`config.mk`:
```
export PLATFORM = sky130hd
export DESIGN_NAME = tes_vehicle_plant
export DESIGN_NICKNAME = d
export VERILOG_FILES = /design/src/rtl/tes_vehicle_plant_pkg.sv /design/src/rtl/tes_tick_gen.sv /design/src/rtl/tes_vehicle_plant.sv
export SDC_FILE = /design/constraint.sdc
export NUM_CORES = 1
export LEC_CHECK = 0
export CORE_UTILIZATION = 50
export DETAILED_ROUTE_END_ITERATION = 12
export PLACE_DENSITY_LB_ADDON = 0.15
export SLEW_MARGIN = 25
export SYNTH_ARGS = -nofsm -noshare
export SYNTH_HDL_FRONTEND = slang
export SYNTH_SLANG_ARGS = --single-unit
```
`constraint.sdc`:
```
create_clock -name clk -period 4.7 [get_ports clk]
set_clock_uncertainty 0.15 [all_clocks]
set_input_delay 0.94 -clock clk [delete_from_list [all_inputs] [get_ports clk]]
set_output_delay 0.94 -clock clk [all_outputs]
set_load 0.03 [all_outputs]
```
`src/rtl/tes_vehicle_plant_pkg.sv`:
```
// Shared widths, door actuator states and the gap clamp used by the vehicle plant.
package tes_vehicle_plant_pkg;

    localparam int SPEED_W  = 8;
    localparam int DIST_W   = 7;
    localparam int DIST_MAX = 127;

    typedef enum logic [1:0] {
        DOOR_LOCKED    = 2'd0,
        DOOR_UNLOCKING = 2'd1,
        DOOR_OPEN      = 2'd2,
        DOOR_LOCKING   = 2'd3
    } door_state_t;

    // Saturate a signed gap candidate into the unsigned distance range.
    function automatic logic [DIST_W-1:0] clamp_dist(input logic signed [9:0] value);
        if (value < 10'sd0)
            return '0;
        else if (value > 10'sd127)
            return DIST_W'(DIST_MAX);
        else
            return value[DIST_W-1:0];
    endfunction

endpackage

```
`src/rtl/tes_tick_gen.sv`:
```
// Free-running dynamics tick generator: one-clock pulse every TICK_DIV clocks.
module tes_tick_gen #(
    parameter int TICK_DIV = 4
) (
    input  logic clk,
    input  logic rst,
    output logic tick
);

    localparam int              CW   = $clog2(TICK_DIV);
    localparam logic [CW-1:0]   LAST = CW'(TICK_DIV - 1);

    logic [CW-1:0] count;

    // NOTE: sequential state uses non-blocking assignments so every flop samples pre-edge values.
    always_ff @(posedge clk or negedge rst) begin
        if (!rst)
            count <= '0;
        else if (count == LAST)
            count <= '0;
        else
            count <= count + 1'b1;
    end

    assign tick = (count == LAST);

endmodule

```
`src/rtl/tes_vehicle_plant.sv`:
```
// Vehicle plant closing the loop around tes_fsm: speed ramp, gap tracking, timed door lock.
module tes_vehicle_plant
    import tes_vehicle_plant_pkg::*;
#(
    parameter int TICK_DIV   = 4,
    parameter int ACCEL_STEP = 2,
    parameter int DECEL_STEP = 3,
    parameter int MAX_SPEED  = 200,
    parameter int DIST_SHIFT = 4,
    parameter int DOOR_DLY   = 3
) (
    input  logic               clk,
    input  logic               rst,
    input  logic               accelerate_car,
    input  logic               unlock_doors,
    input  logic [SPEED_W-1:0] lead_speed,
    input  logic               load_en,
    input  logic [SPEED_W-1:0] load_speed,
    input  logic [DIST_W-1:0]  load_distance,
    output logic [SPEED_W-1:0] car_speed,
    output logic [DIST_W-1:0]  leading_distance,
    output logic               doors_open,
    output logic               door_busy,
    output logic               tick,
    output logic               collision
);

    localparam int            DW        = $clog2(DOOR_DLY + 1);
    localparam logic [DW-1:0] DOOR_LAST = DW'(DOOR_DLY - 1);
    localparam logic [8:0]    ACCEL9    = 9'(ACCEL_STEP);
    localparam logic [8:0]    DECEL9    = 9'(DECEL_STEP);
    localparam logic [8:0]    MAX9      = 9'(MAX_SPEED);

    door_state_t          door_state, door_next;
    logic [DW-1:0]        door_cnt, door_cnt_next;
    logic [8:0]           speed_up, speed_wide;
    logic [SPEED_W-1:0]   speed_next;
    logic signed [9:0]    speed_diff, dist_delta, dist_sum;
    logic [DIST_W-1:0]    dist_next;
    logic                 accel_ok;

    tes_tick_gen #(.TICK_DIV(TICK_DIV)) u_tick_gen (
        .clk  (clk),
        .rst  (rst),
        .tick (tick)
    );

    // Speed is widened to 9 bits so neither the ramp nor the decay can wrap.
    always_comb begin
        accel_ok   = accelerate_car && (door_state == DOOR_LOCKED) && !collision;
        speed_wide = {1'b0, car_speed};
        speed_up   = speed_wide + ACCEL9;
        speed_next = '0;
        if (accel_ok)
            speed_next = (speed_up > MAX9) ? MAX9[SPEED_W-1:0] : speed_up[SPEED_W-1:0];
        else if (speed_wide >= DECEL9)
            speed_next = 8'(speed_wide - DECEL9);
    end

    // Gap change uses the speed before this tick's update; arithmetic shift floors negatives.
    always_comb begin
        speed_diff = $signed({2'b00, lead_speed}) - $signed({2'b00, car_speed});
        dist_delta = speed_diff >>> DIST_SHIFT;
        dist_sum   = $signed({3'b000, leading_distance}) + dist_delta;
        dist_next  = clamp_dist(dist_sum);
    end

    always_ff @(posedge clk or negedge rst) begin
        if (!rst) begin
            car_speed        <= '0;
            leading_distance <= DIST_W'(DIST_MAX);
            collision        <= 1'b0;
        end else if (load_en) begin
            car_speed        <= load_speed;
            leading_distance <= load_distance;
            collision        <= 1'b0;
        end else if (tick) begin
            car_speed        <= speed_next;
            leading_distance <= dist_next;
            if (dist_next == '0)
                collision <= 1'b1;
        end
    end

    // NOTE: defaults first so every path assigns every output and no latch is inferred.
    always_comb begin
        door_next     = door_state;
        door_cnt_next = door_cnt;
        unique case (door_state)
            DOOR_LOCKED: begin
                if (unlock_doors && car_speed == '0) begin
                    door_next     = DOOR_UNLOCKING;
                    door_cnt_next = '0;
                end
            end
            DOOR_UNLOCKING: begin
                // Aborting takes priority over completing the unlock.
                if (!unlock_doors || car_speed != '0) begin
                    door_next     = DOOR_LOCKING;
                    door_cnt_next = '0;
                end else if (door_cnt == DOOR_LAST) begin
                    door_next     = DOOR_OPEN;
                    door_cnt_next = '0;
                end else begin
                    door_cnt_next = door_cnt + 1'b1;
                end
            end
            DOOR_OPEN: begin
                if (!unlock_doors || car_speed != '0) begin
                    door_next     = DOOR_LOCKING;
                    door_cnt_next = '0;
                end
            end
            DOOR_LOCKING: begin
                if (door_cnt == DOOR_LAST) begin
                    door_next     = DOOR_LOCKED;
                    door_cnt_next = '0;
                end else begin
                    door_cnt_next = door_cnt + 1'b1;
                end
            end
            default: begin
                door_next     = DOOR_LOCKED;
                door_cnt_next = '0;
            end
        endcase
    end

    always_ff @(posedge clk or negedge rst) begin
        if (!rst) begin
            door_state <= DOOR_LOCKED;
            door_cnt   <= '0;
        end else begin
            door_state <= door_next;
            door_cnt   <= door_cnt_next;
        end
    end

    assign doors_open = (door_state == DOOR_OPEN);
    assign door_busy  = (door_state == DOOR_UNLOCKING) || (door_state == DOOR_LOCKING);

endmodule
```
==> results of run 1 <==
-- logic make-up after synthesis --
family / synth area share [%]
AO/OA/AOI/OAI: 26.0
multiplexers: 2.45
adder cells (fa/ha/maj): 14.0
AND/OR/NAND/NOR: 21.9
XOR/XNOR: 3.99
flip-flops: 25.5
buffers and inverters: 6.16
-- cell type report --
type                       instances  area share [%]
clock buffer                       3            1.51
sequential                        22            20.4
inverter                          19            2.60
multi-input combinational        215            54.7
clock inverter                     1            1.10
tap                               50            2.28
timing repair buffer              49            17.4
-- power breakdown --
| part | internal, mW | switching [mW] | total (mW) |
|---|---|---|---|
| Clock | 0.114 | 0.0685 | 0.182 |
| Combinational | 0.463 | 0.584 | 1.05 |
| Sequential | 0.249 | 0.0907 | 0.339 |
| Total | 0.826 | 0.743 | 1.57 |
-- path summary, 6_finish.rpt --
path | end | from | slack, ns
max reg2reg | collision | car_speed[2] | 0.66
min | u_tick_gen.count[0] | u_tick_gen.count[0] | 0.29
min reg2reg | u_tick_gen.count[0] | u_tick_gen.count[0] | 0.29
max | collision | lead_speed[2] | 0.28
min in group asynchronous | door_cnt[0] | rst | 0.50
max in group asynchronous | leading_distance[1] | rst | 3.53
-- layer usage --
metal	up-vias	GRT usage [%]	routed length, um
li1	1054	-	-
met1	1009	33.5	2560
met2	63	41.4	2490
met3	2	3.50	324
met4	0	6.77	33
met5	-	0	0
-- metrics by stage --
stage | utilization (%) | instances | instance area (um^2) | hold slack, ns
after floorplan | - | 268 | 2190 | 0.253
after global placement | 65.0 | 355 | 2680 | 0.267
after detailed placement | 64.9 | 355 | 2670 | 0.286
after CTS | 66.6 | 359 | 2740 | 0.297
after global routing | 66.6 | 359 | 2740 | 0.323
final | 66.6 | 359 | 2740 | 0.291
-- sequential cells by signal, summed over array words and instances, names as in the netlist --
signal and cells:
car_speed 8, leading_distance 7, door_cnt 2, door_state 2
u_tick_gen.count 2, collision 1
-- synth_stat cells, drive strengths merged, types with 8 or more instances --
library cell	count
nand3	11
nor2b	8
inv	19
nor2	22
nor3	9
ha	23
xnor2	9
nand2	21
dfrtp	15
o21ai	17
a21oi	23
-- critical path, cell delays in order --
cell and delay, ns:
clkdlybuf4s50_1 0.40, ha_1 0.31, a21oi_1 0.15, o21ai_1 0.13, a41o_1 0.28, o21a_1 0.18, nor2_1 0.11, xnor2_1 0.16
ha_1 0.32, a21oi_1 0.22, o21ai_0 0.25, nor3_1 0.23, o211ai_1 0.11, a21bo_2 0.23, o211a_1 0.12, nand4bb_1 0.17
a21oi_1 0.15
==> flow_summary.toml, run 1 <==
[run_status]
status = "complete, no violations"

[synth]
yosysTopAreaCell = "dfrtp_1"
ys_seq_elements = 22
synthDistinctLibCells = 66
avgSynthCellArea_um2 = 8.18
synth_area_um2 = 2190
yosysTopAreaCellShare_pct = 17.1
syn-num-nets = 320
async_flop_share_pct = 100
synth_flop_cell = "dfrtp_1"
ys_top_cells_by_area = "dfrtp_1, ha_1, dfstp_2, a21oi_1, nor2_1"
synth-warning-count = 0
synthCells = 268
ys_seq_area_share_pct = 25.5
synth-edff-count = 0

[clock_network]
clock_latency_ns = 0.27
postCtsHoldBufs = 0
cts_setup_buffers = 0
cts-root-buf = "clkbuf_8"
clk_pin_slew_ns = 0.09
tritoncts = "yes"
clkSinkCount = 22
cts_buffers = 3
cts_htree_levels = 1
cts_max_path_buffers = 2
cts_resized = 0

[route]
first_pass_iters = 5
dr.first_iter.drc_count = 242
postRouteAntennaNets = 0
num_vias = 2128
vias_per_cell = 5.93
wl_per_cell_um = 15.1
drc_errors = 0
totalWireLength_um = 5410

[critical_path]
reg2reg_depth = 17
critPathArrivalTime_ns = 4.47
cp_max_fo = 6
end_kind = "register"
cp-start-kind = "primary input"
crit_required_ns = 4.75
path_class = "primary input to register"

[timing]
fin_crit_ns = 4.42
timing.fmax_ghz = 0.226
setup_viol = 0
period_share_pct = 94.1
rsz0062_at_grt = "no"
hold_violations = 0
relSlewSlack_pct = 59.6
fin_ws_ns = 0.277
tightest_slew_ns = 0.606
tns_ns = 0
slew_viol_final = 0

[final_layout]
antennaDiodeCount = 0
multi_input_area_um2 = 1500
fill_cells = 366
regArea_um2 = 559
nNetsFinal = 362
final_common_cell = "clkdlybuf4s50_1"
mostFrequentLayoutCells = "clkdlybuf4s50_1, a21oi_1, ha_1"
final_layout_size_suffix_gt1_share_pct = 9.39
syn_to_final_growth_pct = 25.0

[global_routing]
antenna_found_initial = 0
grt_usage_pct = 24.9
grt_pass1_vias = 1920
grt_max_degree = 23
overflow = 0
grt_pass1_wl_um = 8670

[place]
pre_cts_ws_ns = 0.0176
gp_congestion = 0.880
port_buffers = 46
dpl.hpwl_um = 4070

[die]
die_height_um = 68.2
core_region_area_um2 = 4120
rows = 23
die_w_um = 68.2
die_area_um2 = 4660
io_pins = 47
start_util_pct = 53.3

[job]
cap_violations = 0

[min_path]
whs_path_depth = 1
worstHoldPathType = "register to register"

[pwr]
powerDensity_nw_per_um2 = 572
ir_drop_uv = 314
p_total_mw = 1.57
leakagePower_nw = 1.16
Power figures use the tool's default switching activity.
==> inputs of run 2 (changes only) <==
--- a/config.mk
+++ b/config.mk
@@ -5,8 +5,10 @@
 export SDC_FILE = /design/constraint.sdc
 export NUM_CORES = 1
 export LEC_CHECK = 0
+export CORE_ASPECT_RATIO = 1.2
 export CORE_UTILIZATION = 50
 export DETAILED_ROUTE_END_ITERATION = 12
+export GPL_TIMING_DRIVEN = 0
 export PLACE_DENSITY_LB_ADDON = 0.15
 export SLEW_MARGIN = 25
 export SYNTH_ARGS = -nofsm -noshare
==> run 2 against run 1 <==
Setup slack worse by 0.047 ns. Sequential cell count did not move. Final cell count up 4.2%. Worst hold slack got worse by 0.015 ns. Register-to-register slack gained 0.06 ns.
==> flow_summary.toml, run 2 (synthesis results as in run 1) <==
[die]
io_pins = 47
die_w_um = 62.5
rows = 26
core_region_area_um2 = 4230
die_area_um2 = 4660
start_util_pct = 51.9
die_height_um = 74.6

[timing]
fin_hold_ws_ns = 0.276
timing.fmax_ghz = 0.224
slew_viol_final = 0
fin_crit_ns = 4.47
hold_violations = 0
period_share_pct = 95.1
tns_ns = 0
relSlewSlack_pct = 58.1
setup_viol = 0
tightest_slew_ns = 0.627
rsz0062_at_grt = "no"

[critical_path]
cp_max_fo = 8
cp-start-kind = "primary input"
crit_start = "lead_speed[2]"
crit_required_ns = 4.74
rr_startpoint = "car_speed[2]"
end_kind = "register"
crit_end = "collision"
cp_num_buf_inv = 2
critPathArrivalTime_ns = 4.51
crit_chain = "clkdlybuf4s50_1, ha_1, a21oi_1, o21ai_1, a41o_1, buf_6, o21a_1, nor2_1, xnor2_1, ha_1, a21oi_2, and2_0, nor3_1, o211ai_1, a21bo_2, o211a_1, nand4bb_1, a21oi_1"
cp_slowest_cell = "clkdlybuf4s50_1"
worst_r2r_endpoint = "collision"
crit_family = "compound AO/OA/AOI/OAI gates"
worst-path-stages = 18
cp_slowest_stage_delay_ns = 0.41
reg2reg_depth = 19
path_class = "primary input to register"
regToRegSetupSlack_ns = 0.72

[global_routing]
grt_use_met3_pct = 1.69
grt_max_degree = 23
met2_usage_pct = 45.5
grt_usage_pct = 23.9
grt_pass1_vias = 2078
antenna_found_initial = 0
grt_pass1_wl_um = 8890
grt_busiest_layer = "met2"
overflow = 0
use_met1_pct = 28.4

[final_layout]
nNetsFinal = 371
final_common_cell = "clkdlybuf4s50_1"
syn_to_final_growth_pct = 26.6
regMostFlops = "car_speed"
final_layout_size_suffix_gt1_share_pct = 10.1
fill_cells = 376
mostFrequentLayoutCells = "clkdlybuf4s50_1, ha_1, nor2_1, a21oi_1, nand2_1"
largest_reg_flops = 8
antennaDiodeCount = 0
top_regs = "car_speed: 8 flops, leading_distance: 7 flops"

[clock_network]
clock_latency_ns = 0.27
cts_htree_levels = 1
cts_max_path_buffers = 2
clk_pin_slew_ns = 0.08
cts_buffers = 3
clkSinkCount = 22
cts-root-buf = "clkbuf_8"
tritoncts = "yes"

[route]
totalWireLength_um = 5480
first_pass_iters = 4
postRouteAntennaNets = 0
wl_per_cell_um = 14.7
dr.first_iter.drc_count = 197
vias_per_cell = 5.85
num_vias = 2187
drc_errors = 0

[min_path]
whs_path_depth = 1
worstHoldPathType = "register to register"

[pwr]
ir_drop_uv = 321
leakagePower_nw = 1.17
powerDensity_nw_per_um2 = 556

[job]
cap_violations = 0

[place]
port_buffers = 46
gp_congestion = 0.873
dpl.hpwl_um = 4330

[run_status]
status = "complete, no violations"
==> run 2: cell type report <==
class | count | area, um^2 | share of cell area [%]
inverters | 19 | 71.3 | 2.57
clock buffers | 4 | 55.1 | 1.98
multi-input cells | 215 | 1500 | 54.1
flip-flops and latches | 22 | 559 | 20.1
repair buffers | 46 | 455 | 16.4
well taps | 56 | 70.1 | 2.52
plain buffers | 12 | 63.8 | 2.30
==> run 2: timing repair <==
action,in CTS,in global routing
gates resized for setup,0,2
hold buffers,0,0
endpoints found under the setup margin,0,3
buffers inserted,0,0
==> run 2: metrics by stage <==
stage	total power, mW	setup WS [ns]	instances	area, um^2	util (%)
finish	1.55	0.230	374	2780	65.7
global route	1.68	0.00688	374	2780	65.7
CTS	1.53	0.0560	374	2780	65.7
detailed placement	1.39	-0.201	370	2720	64.4
global placement	1.36	-0.159	370	2720	64.4
floorplan	1.10	0.638	268	2190	-
==> run 2: how the worst min path moves through the flow <==
stage / startpoint / end / slack, ns
2_1_floorplan: u_tick_gen.count[0] / u_tick_gen.count[0] / 0.25
3_3_place_gp: u_tick_gen.count[0] / u_tick_gen.count[0] / 0.26
3_5_place_dp: u_tick_gen.count[0] / u_tick_gen.count[0] / 0.27
4_1_cts: u_tick_gen.count[0] / u_tick_gen.count[0] / 0.28
5_1_grt: u_tick_gen.count[0] / u_tick_gen.count[0] / 0.30
6_report: u_tick_gen.count[0] / u_tick_gen.count[0] / 0.28
==> run 2: report_power, final <==
group | switching [mW] | internal, mW | total, mW
registers | 0.0575 | 0.249 | 0.306
logic | 0.626 | 0.471 | 1.10
clock network | 0.0680 | 0.0749 | 0.143
total | 0.751 | 0.794 | 1.55
==> run 2: metal layers <==
| metal | wire length, um | share of wire [%] |
|---|---|---|
| met4 | 88 | 1.6 |
| met2 | 2830 | 52 |
| met3 | 206 | 3.8 |
| met5 | 0 | 0 |
| met1 | 2360 | 43 |
==> inputs of run 3 (changes only) <==
--- a/config.mk
+++ b/config.mk
@@ -5,6 +5,7 @@
 export SDC_FILE = /design/constraint.sdc
 export NUM_CORES = 1
 export LEC_CHECK = 0
+export CAP_MARGIN = 30
 export CORE_ASPECT_RATIO = 1.2
 export CORE_UTILIZATION = 50
 export DETAILED_ROUTE_END_ITERATION = 12
==> run 3 against run 2 <==
Combinational power about the same. Setup slack got worse by 0.0067 ns. Via count decreased by 0.23%. Design area increased by 0.72%. Critical path type unchanged. Largest cell class unchanged. Highest routed layer unchanged.
==> flow_summary.toml, run 3 (synthesis results as in run 1) <==
[final_layout]
design_area_um2 = 2800
syn_to_final_growth_pct = 27.6
top_regs = "car_speed: 8 flops, leading_distance: 7 flops"
mostFrequentLayoutCells = "clkdlybuf4s50_1, ha_1, nor2_1, a21oi_1, nand2_1"
regArea_um2 = 559
final_layout_size_suffix_gt1_share_pct = 10.3
fill_cells = 380
nNetsFinal = 372
final_common_cell = "clkdlybuf4s50_1"
antennaDiodeCount = 0
multi_input_area_um2 = 1510
regMostFlops = "car_speed"
largest_reg_flops = 8

[clock_network]
cts-root-buf = "clkbuf_8"
clk_pin_slew_ns = 0.08
clkSinkCount = 22
cts_htree_levels = 1
tritoncts = "yes"
cts_max_path_buffers = 2
clock_latency_ns = 0.27
cts_setup_buffers = 0
cts_buffers = 3
cts_resized = 0
postCtsHoldBufs = 0

[place]
placed_cell_area_um2 = 2740
port_buffers = 46
dpl.hpwl_um = 4380
gp_congestion = 0.873

[timing]
tns_ns = 0
fin_hold_ws_ns = 0.277
slew_viol_final = 0
timing.fmax_ghz = 0.223
setup_viol = 0
rsz0062_at_grt = "no"
tightest_slew_ns = 0.620
relSlewSlack_pct = 58.5
fin_crit_ns = 4.48
period_share_pct = 95.2
hold_violations = 0

[die]
start_util_pct = 51.9
core_region_area_um2 = 4230
die_w_um = 62.5
die_height_um = 74.6
io_pins = 47
rows = 26
die_area_um2 = 4660

[critical_path]
crit_family = "compound AO/OA/AOI/OAI gates"
critPathArrivalTime_ns = 4.51
reg2reg_depth = 19
regToRegSetupSlack_ns = 0.72
rr_startpoint = "car_speed[4]"
cp-start-kind = "primary input"
cp_num_buf_inv = 2
crit_required_ns = 4.74
path_class = "primary input to register"
crit_chain = "clkdlybuf4s50_1, ha_1, a21oi_1, o21ai_1, a41o_1, buf_6, o21a_1, nor2_1, xnor2_1, ha_1, a21oi_2, and2_0, nor3_1, o211ai_1, a21bo_2, o211a_1, nand4bb_1, a21oi_1"
end_kind = "register"
crit_start = "lead_speed[2]"
cp_max_fo = 8
cp_slowest_cell = "clkdlybuf4s50_1"
cp_slowest_stage_delay_ns = 0.41
worst_r2r_endpoint = "collision"

[run_status]
status = "complete, no violations"

[route]
wl_per_cell_um = 14.8
totalWireLength_um = 5560
drc_errors = 0
vias_per_cell = 5.82
first_pass_iters = 4
postRouteAntennaNets = 0
num_vias = 2182
dr.first_iter.drc_count = 192

[global_routing]
overflow = 0
grt_usage_pct = 24.5
grt_max_degree = 16
grt_pass1_wl_um = 9050
grt_pass1_vias = 2088
antenna_found_initial = 0

[min_path]
min_from = "u_tick_gen.count[0]"
whs_path_depth = 1
worstHoldPathType = "register to register"
hold_end = "u_tick_gen.count[0]"

[pwr]
ir_drop_uv = 295
leakagePower_nw = 1.18
powerDensity_nw_per_um2 = 554

[job]
cap_violations = 0
## run 3: stage by stage
step / setup WS (ns) / std cells / utilization (%) / total power, mW
floorplan: 0.638 / 268 / - / 1.10
global placement: -0.159 / 370 / 64.4 / 1.36
detailed placement: -0.217 / 371 / 64.7 / 1.39
CTS: 0.0442 / 375 / 66.0 / 1.53
global route: 0.00647 / 375 / 66.2 / 1.69
finish: 0.224 / 375 / 66.2 / 1.55
## run 3: metal layers
layer	global-route usage (%)	routed length, um
met5	0	0
met4	9.82	77
met3	1.84	180
met2	45.5	2880
met1	29.7	2420
## run 3: power by group
part	internal, mW	total [mW]	leakage (nW)	switching [mW]
Clock	0.0749	0.141	0.0288	0.0666
Sequential	0.249	0.307	0.258	0.0580
Combinational	0.474	1.10	0.889	0.627
## run 3: layout make-up
| type | count | area share [%] |
|---|---|---|
| multi-input cells | 215 | 53.8 |
| inverters | 19 | 2.55 |
| flip-flops and latches | 22 | 20.0 |
| well taps | 56 | 2.50 |
| plain buffers | 12 | 2.28 |
| clock buffers | 4 | 1.97 |
| repair buffers | 47 | 16.9 |
## run 3: how the worst max path moves through the flow
stage,to,slack [ns],depth (start not counted)
after floorplan,collision,0.64,17
after global placement,collision,-0.16,18
final,collision,0.22,18
after CTS,collision,0.04,18
after detailed placement,collision,-0.22,18
after global routing,collision,0.006,18
